<file path="src/rtl/benes_route_sequencer_pkg.sv">
// Shared parameters and types for the Benes route sequencer.
// Route entries bundle the R2M and M2R switch configurations.
package benes_route_sequencer_pkg;

  localparam int STAGE_NUM  = 5;
  localparam int SWITCH_NUM = 16;
  localparam int NUM_ROUTES = 16;
  localparam int LEN_W      = 8;
  localparam int INTC_LAT   = 4;

  localparam int ADDR_W = $clog2(NUM_ROUTES);
  localparam int STG_W  = $clog2(STAGE_NUM);

  typedef logic [0:STAGE_NUM-1][SWITCH_NUM-1:0] sel_arr_t;

  typedef struct packed {
    sel_arr_t mod_sel;
    sel_arr_t slot_sel;
  } benes_route_t;

  typedef enum logic {
    S_IDLE,
    S_RUN
  } state_t;

endpackage

</file>
<file path="src/rtl/benes_route_sequencer_route_table_ram.sv">
// Two-table route register file: sync write, comb read.
// Both tables clear on reset; out-of-range stage writes are dropped.
module benes_route_sequencer_route_table_ram
  import benes_route_sequencer_pkg::*;
(
  input  logic              clk,
  input  logic              rst,
  input  logic              we,
  input  logic              tbl,
  input  logic [ADDR_W-1:0] waddr,
  input  logic [STG_W-1:0]  wstage,
  input  logic [SWITCH_NUM-1:0] wdata,
  input  logic [ADDR_W-1:0] raddr,
  output benes_route_t      rdata
);

  sel_arr_t mod_q  [NUM_ROUTES];
  sel_arr_t mod_d  [NUM_ROUTES];
  sel_arr_t slot_q [NUM_ROUTES];
  sel_arr_t slot_d [NUM_ROUTES];

  // Next table contents: one stage of one entry per write
  always_comb begin
    mod_d  = mod_q;
    slot_d = slot_q;
    if (we && (wstage < STG_W'(STAGE_NUM))) begin
      if (tbl) slot_d[waddr][wstage] = wdata;
      else     mod_d[waddr][wstage]  = wdata;
    end
  end

  // Table storage, zeroed on reset
  always_ff @(posedge clk or posedge rst) begin
    if (rst) begin
      for (int i = 0; i < NUM_ROUTES; i++) begin
        mod_q[i]  <= '0;
        slot_q[i] <= '0;
      end
    end else begin
      mod_q  <= mod_d;
      slot_q <= slot_d;
    end
  end

  assign rdata.mod_sel  = mod_q[raddr];
  assign rdata.slot_sel = slot_q[raddr];

endmodule

</file>
<file path="src/rtl/benes_route_sequencer.sv">
// Route command sequencer feeding Interconnect_benes selects.
// Issues one beat per non-stalled cycle; data-valid trails by INTC_LAT.
module benes_route_sequencer
  import benes_route_sequencer_pkg::*;
(
  input  logic                  clk,
  input  logic                  rst,
  input  logic                  cfg_we,
  input  logic                  cfg_tbl,
  input  logic [ADDR_W-1:0]     cfg_addr,
  input  logic [STG_W-1:0]      cfg_stage,
  input  logic [SWITCH_NUM-1:0] cfg_data,
  input  logic                  cmd_valid,
  output logic                  cmd_ready,
  input  logic [ADDR_W-1:0]     cmd_route,
  input  logic [LEN_W-1:0]      cmd_len,
  input  logic                  i_stall,
  output logic [0:STAGE_NUM-1][SWITCH_NUM-1:0] o_module_select,
  output logic [0:STAGE_NUM-1][SWITCH_NUM-1:0] o_slot_select,
  output logic                  o_issue,
  output logic                  o_data_valid,
  output logic                  o_busy
);

  state_t        state_q, state_d;
  logic [LEN_W-1:0] cnt_q, cnt_d;
  benes_route_t  sel_q, sel_d;
  logic [INTC_LAT-1:0] vld_q, vld_d;
  benes_route_t  rd_route;
  logic          run;
  logic          last;
  logic          accept;

  benes_route_sequencer_route_table_ram u_tbl (
    .clk    (clk),
    .rst    (rst),
    .we     (cfg_we),
    .tbl    (cfg_tbl),
    .waddr  (cfg_addr),
    .wstage (cfg_stage),
    .wdata  (cfg_data),
    .raddr  (cmd_route),
    .rdata  (rd_route)
  );

  // Next-state, beat counting, select latch and valid shift
  always_comb begin
    state_d   = state_q;
    cnt_d     = cnt_q;
    sel_d     = sel_q;
    run       = (state_q == S_RUN);
    last      = run && (cnt_q == '0);
    cmd_ready = !run || (last && !i_stall);
    accept    = cmd_valid && cmd_ready;
    o_issue   = run && !i_stall;
    if (o_issue) begin
      cnt_d = cnt_q - LEN_W'(1);
      if (last) state_d = S_IDLE;
    end
    if (accept) begin
      sel_d   = rd_route;
      cnt_d   = cmd_len;
      state_d = S_RUN;
    end
    vld_d = {vld_q[INTC_LAT-2:0], o_issue};
  end

  // State registers; reset drops all in-flight valids
  always_ff @(posedge clk or posedge rst) begin
    if (rst) begin
      state_q <= S_IDLE;
      cnt_q   <= '0;
      sel_q   <= '0;
      vld_q   <= '0;
    end else begin
      state_q <= state_d;
      cnt_q   <= cnt_d;
      sel_q   <= sel_d;
      vld_q   <= vld_d;
    end
  end

  assign o_module_select = sel_q.mod_sel;
  assign o_slot_select   = sel_q.slot_sel;
  assign o_data_valid    = vld_q[INTC_LAT-1];
  assign o_busy          = run || (|vld_q);

endmodule

</file>
<file path="config.mk">
export PLATFORM = sky130hd
export DESIGN_NAME = benes_route_sequencer
export DESIGN_NICKNAME = d
export VERILOG_FILES = /design/src/rtl/benes_route_sequencer_pkg.sv /design/src/rtl/benes_route_sequencer_route_table_ram.sv /design/src/rtl/benes_route_sequencer.sv
export SDC_FILE = /design/constraint.sdc
export NUM_CORES = 2
export LEC_CHECK = 0
export CAP_MARGIN = 30
export CORE_ASPECT_RATIO = 1.4
export CORE_UTILIZATION = 40
export CTS_CLUSTER_DIAMETER = 50
export DETAILED_ROUTE_END_ITERATION = 10
export MAX_ROUTING_LAYER = met4
export PLACE_DENSITY = 0.54
export SYNTH_ARGS = -nofsm -noshare
export SYNTH_HDL_FRONTEND = slang
export SYNTH_SLANG_ARGS = --single-unit
</file>
<file path="constraint.sdc">
create_clock -name clk -period 90.1 [get_ports clk]
set_input_delay 18.02 -clock clk [delete_from_list [all_inputs] [get_ports clk]]
set_output_delay 18.02 -clock clk [all_outputs]
set_load 0.03 [all_outputs]
</file>
==> impl_metrics.csv <==
group,metric,value,unit
outcome,status,"complete, no violations",
global_route,grt.total_usage,22.67,%
timing,worst_pin_slew,1.090,ns
floorplanning,die_area,303900,sq um
setup_path,crit_buf_inv,2,
clock_tree,clk_path_buf_depth,4,
setup_path,reg2reg_from,"cnt_q[0]$_DFFE_PP0P_",
final_layout,fillers,26100,
setup_path,reg2reg_to,"o_slot_select[26]$_DFFE_PP0P_",
synthesis,synthCells,7534,
setup_path,end_kind,"primary output",
global_route,grt_first_pass_wirelength,500.1,mm
clock_tree,post_cts_resized,0,
setup_path,crit_top_cell,"clkdlybuf4s50_1",
setup_path,cp.arrival,20.09,ns
timing,hold_viol_final,0,
clock_tree,clk_latency,0.87,ns
floorplanning,die_w,466.2,um
setup_path,rrSetupSlack,86.77,ns
floorplanning,die_h,651.9,um
final_layout,nets,7633,
routing,wire_per_inst,28.14,um
min_path,hold_path_class,"flop to flop",
synthesis,synth_seq_cells,2733,
routing,via_per_inst,5.650,
setup_path,slowest_stage,"clkdlybuf4s50_1",
synthesis,syn_area,120700,sq um
synthesis,yosys.area.top_type_share,56.67,%
place,dpl.hpwl,198.0,mm
setup_path,cp_cell_sequence,"clkdlybuf4s50_1 -> or4b_2 -> o21ai_2 -> clkdlybuf4s50_1",
timing,slew_headroom,27.35,%
clock_tree,holdBufCountCts,0,
synthesis,syn-num-nets,7576,
min_path,min_from,"vld_q[0]$_DFF_PP0_",
setup_path,crit_type,"input pin to primary output",
final_layout,mostFrequentLayoutCells,"2733 x dfrtp_1, 2728 x mux2_2, 640 x mux4_2",
timing,finalSetupTns,0,ns
floorplanning,rows,238,
setup_path,slowest_delay,0.72,ns
floorplanning,start_util,40.20,%
floorplanning,num_io_pins,205,
routing,antenna_left,0,
clock_tree,post-cts-setup-buffers,0,
routing,firstDrtPassIters,5,
routing,via_count,66550,
timing,hold_ws,0.3783,ns
place,gp_congestion,0.7606,
min_path,min_to,"vld_q[1]$_DFF_PP0_",
clock_tree,cts.sinks,2733,
clock_tree,cts_tree,"done",
timing,period_share,42.29,%
global_route,grt_pass1_vias,73050,
synthesis,ys_types,34,
min_path,min_delay_path_depth,0,
final_layout,final_common_cell,"dfrtp_1",
routing,route.detailed.drc,0,
final_layout,drive_gt1_share,53.77,%
setup_path,critical_path.startpoint_type,"input pin",
power,p_leak,66.18,nW
clock_tree,root_buffer,"clkbuf_16",
clock_tree,cts-htree-levels,5,
floorplanning,coreArea,300200,sq um
synthesis,yosysWarnings,0,
routing,drt_iter0_drc,3803,
job,maxCapViolations,0,
setup_path,reg2reg_depth,7,
synthesis,seq_area_frac_synth,56.67,%
clock_tree,clk_transition_reported_paths,0.06,ns
power,power_density,20.22,nW/um^2
setup_path,crit_fanout,4,
power,peakVddDrop,0.00001499,V
synthesis,synth_area_leaders,"dfrtp_1 57%, mux2_2 25%, mux4_2 12%",
clock_tree,cts_buffers,303,
timing,clock_skew,0.04518,ns
timing,fmax,0.02624,GHz
final_layout,syn2layout_area_growth,14.32,%
setup_path,path_delay_family,"buffers and inverters",
synthesis,syn_avg_cell_area,16.02,sq um
routing,drt-total-wl,331.5,mm
setup_path,cp.required,72.08,ns
timing,rsz0062_at_grt,"no",
timing,slew_violations,0,
global_route,antenna_found_initial,16,
global_route,grt_max_degree,191,
timing,period_minus_slack,38.11,ns
timing,setup-violations-final,0,
synthesis,yosys.area.top_type,"dfrtp_1",
global_route,grt-ovfl-total,0,
place,io_buffer_count,204,
[per-stage QoR]
| stage | setup slack (ns) | utilization [%] | cells | power [W] | cell area [sq um] |
|---|---|---|---|---|---|
| floorplan | 34.06 | - | 7534 | 0.001498 | 120700 |
| finish | 51.99 | 45.96 | 11780 | 0.002790 | 138000 |
| detailed placement | 51.99 | 42.51 | 11230 | 0.001561 | 127600 |
| CTS | 51.99 | 45.84 | 11760 | 0.002830 | 137600 |
| global placement | 51.96 | 42.14 | 11190 | 0.001550 | 126500 |
| global route | 51.94 | 45.96 | 11770 | 0.002900 | 138000 |
[worst register-to-register path, stage by stage, from the launching register on]
cell	delay [ns]
dfrtp_1	0.40
inv_1	0.07
ha_1	0.18
or4b_2	0.61
o21ai_2	0.24
nand2_4	0.48
buf_4	0.73
mux2_2	0.48
[cell type report]
class,instances,area (sq um),share of cell area [%]
diodes,10,25.02,0.01814
clock buffers,427,8881,6.437
clock inverters,96,1125,0.8153
inverters,4,18.77,0.01360
multi-input cells,4099,49560,35.92
flip-flops and latches,2733,68390,49.57
well taps,3960,4955,3.591
repair buffers,450,5011,3.632
[worst max path at each step]
stage,startpoint,end,cells after the start
6_report,i_stall,cmd_ready,4
3_3_place_gp,i_stall,cmd_ready,4
3_5_place_dp,i_stall,cmd_ready,4
4_1_cts,i_stall,cmd_ready,4
5_1_grt,i_stall,cmd_ready,4
2_1_floorplan,rst,cnt_q[0]$_DFFE_PP0P_,1
[layer usage]
| layer | up-vias | global-route usage, % | share of wire [%] |
|---|---|---|---|
| met5 | - | - | 0 |
| met4 | 0 | 6.441 | 2.9 |
| met3 | 449 | 2.606 | 3.4 |
| met2 | 1173 | 38.47 | 52 |
| met1 | 36840 | 28.57 | 42 |
| li1 | 28090 | - | - |
[cell families after synthesis]
group	count (synthesis)	share of synthesized area, %
flip-flops	2733	56.67
AO/OA/AOI/OAI	324	2.013
adder cells (fa/ha/maj)	1	0.01037
multiplexers	3368	37.40
XOR/XNOR	6	0.04355
buffers and inverters	702	2.392
AND/OR/NAND/NOR	400	1.469
[report_power, final]
group | switching (W) | internal (W)
Combinational | 0.000117 | 0.0000972
Sequential | 0.0000330 | 0.00129
Clock | 0.000514 | 0.000740
[sequential cells by signal, indices dropped and copies added (netlist names)]
signal,flops
u_tbl.mod_q,1280
o_module_select,80
o_slot_select,80
u_tbl.slot_q,1280
vld_q,4
run,1
cnt_q,8
[Yosys cell counts]
master    number
a22oi_1      320
and2_1         4
and3b_1        2
and4_1         1
buf_1         13
buf_2        192
buf_4          3
clkbuf_1     490
dfrtp_1     2733
ha_1           1
inv_1          4
mux2_2      2728
mux4_2       640
nand2_1      232
nand2_2       30
nand2b_1       6
nand3_1        6
nand3b_1       2
nand4_1        3
nor2_1        79
nor2_2        11
nor2b_1        7
nor3_1         4
nor3_2         6
nor3b_1        2
nor4_4         1
o21ai_0        2
o21ai_2        1
o41ai_1        1
or3b_1         1
or4_1          1
or4b_2         2
xnor2_1        2
xor2_1         4
Power figures use the tool's default switching activity.
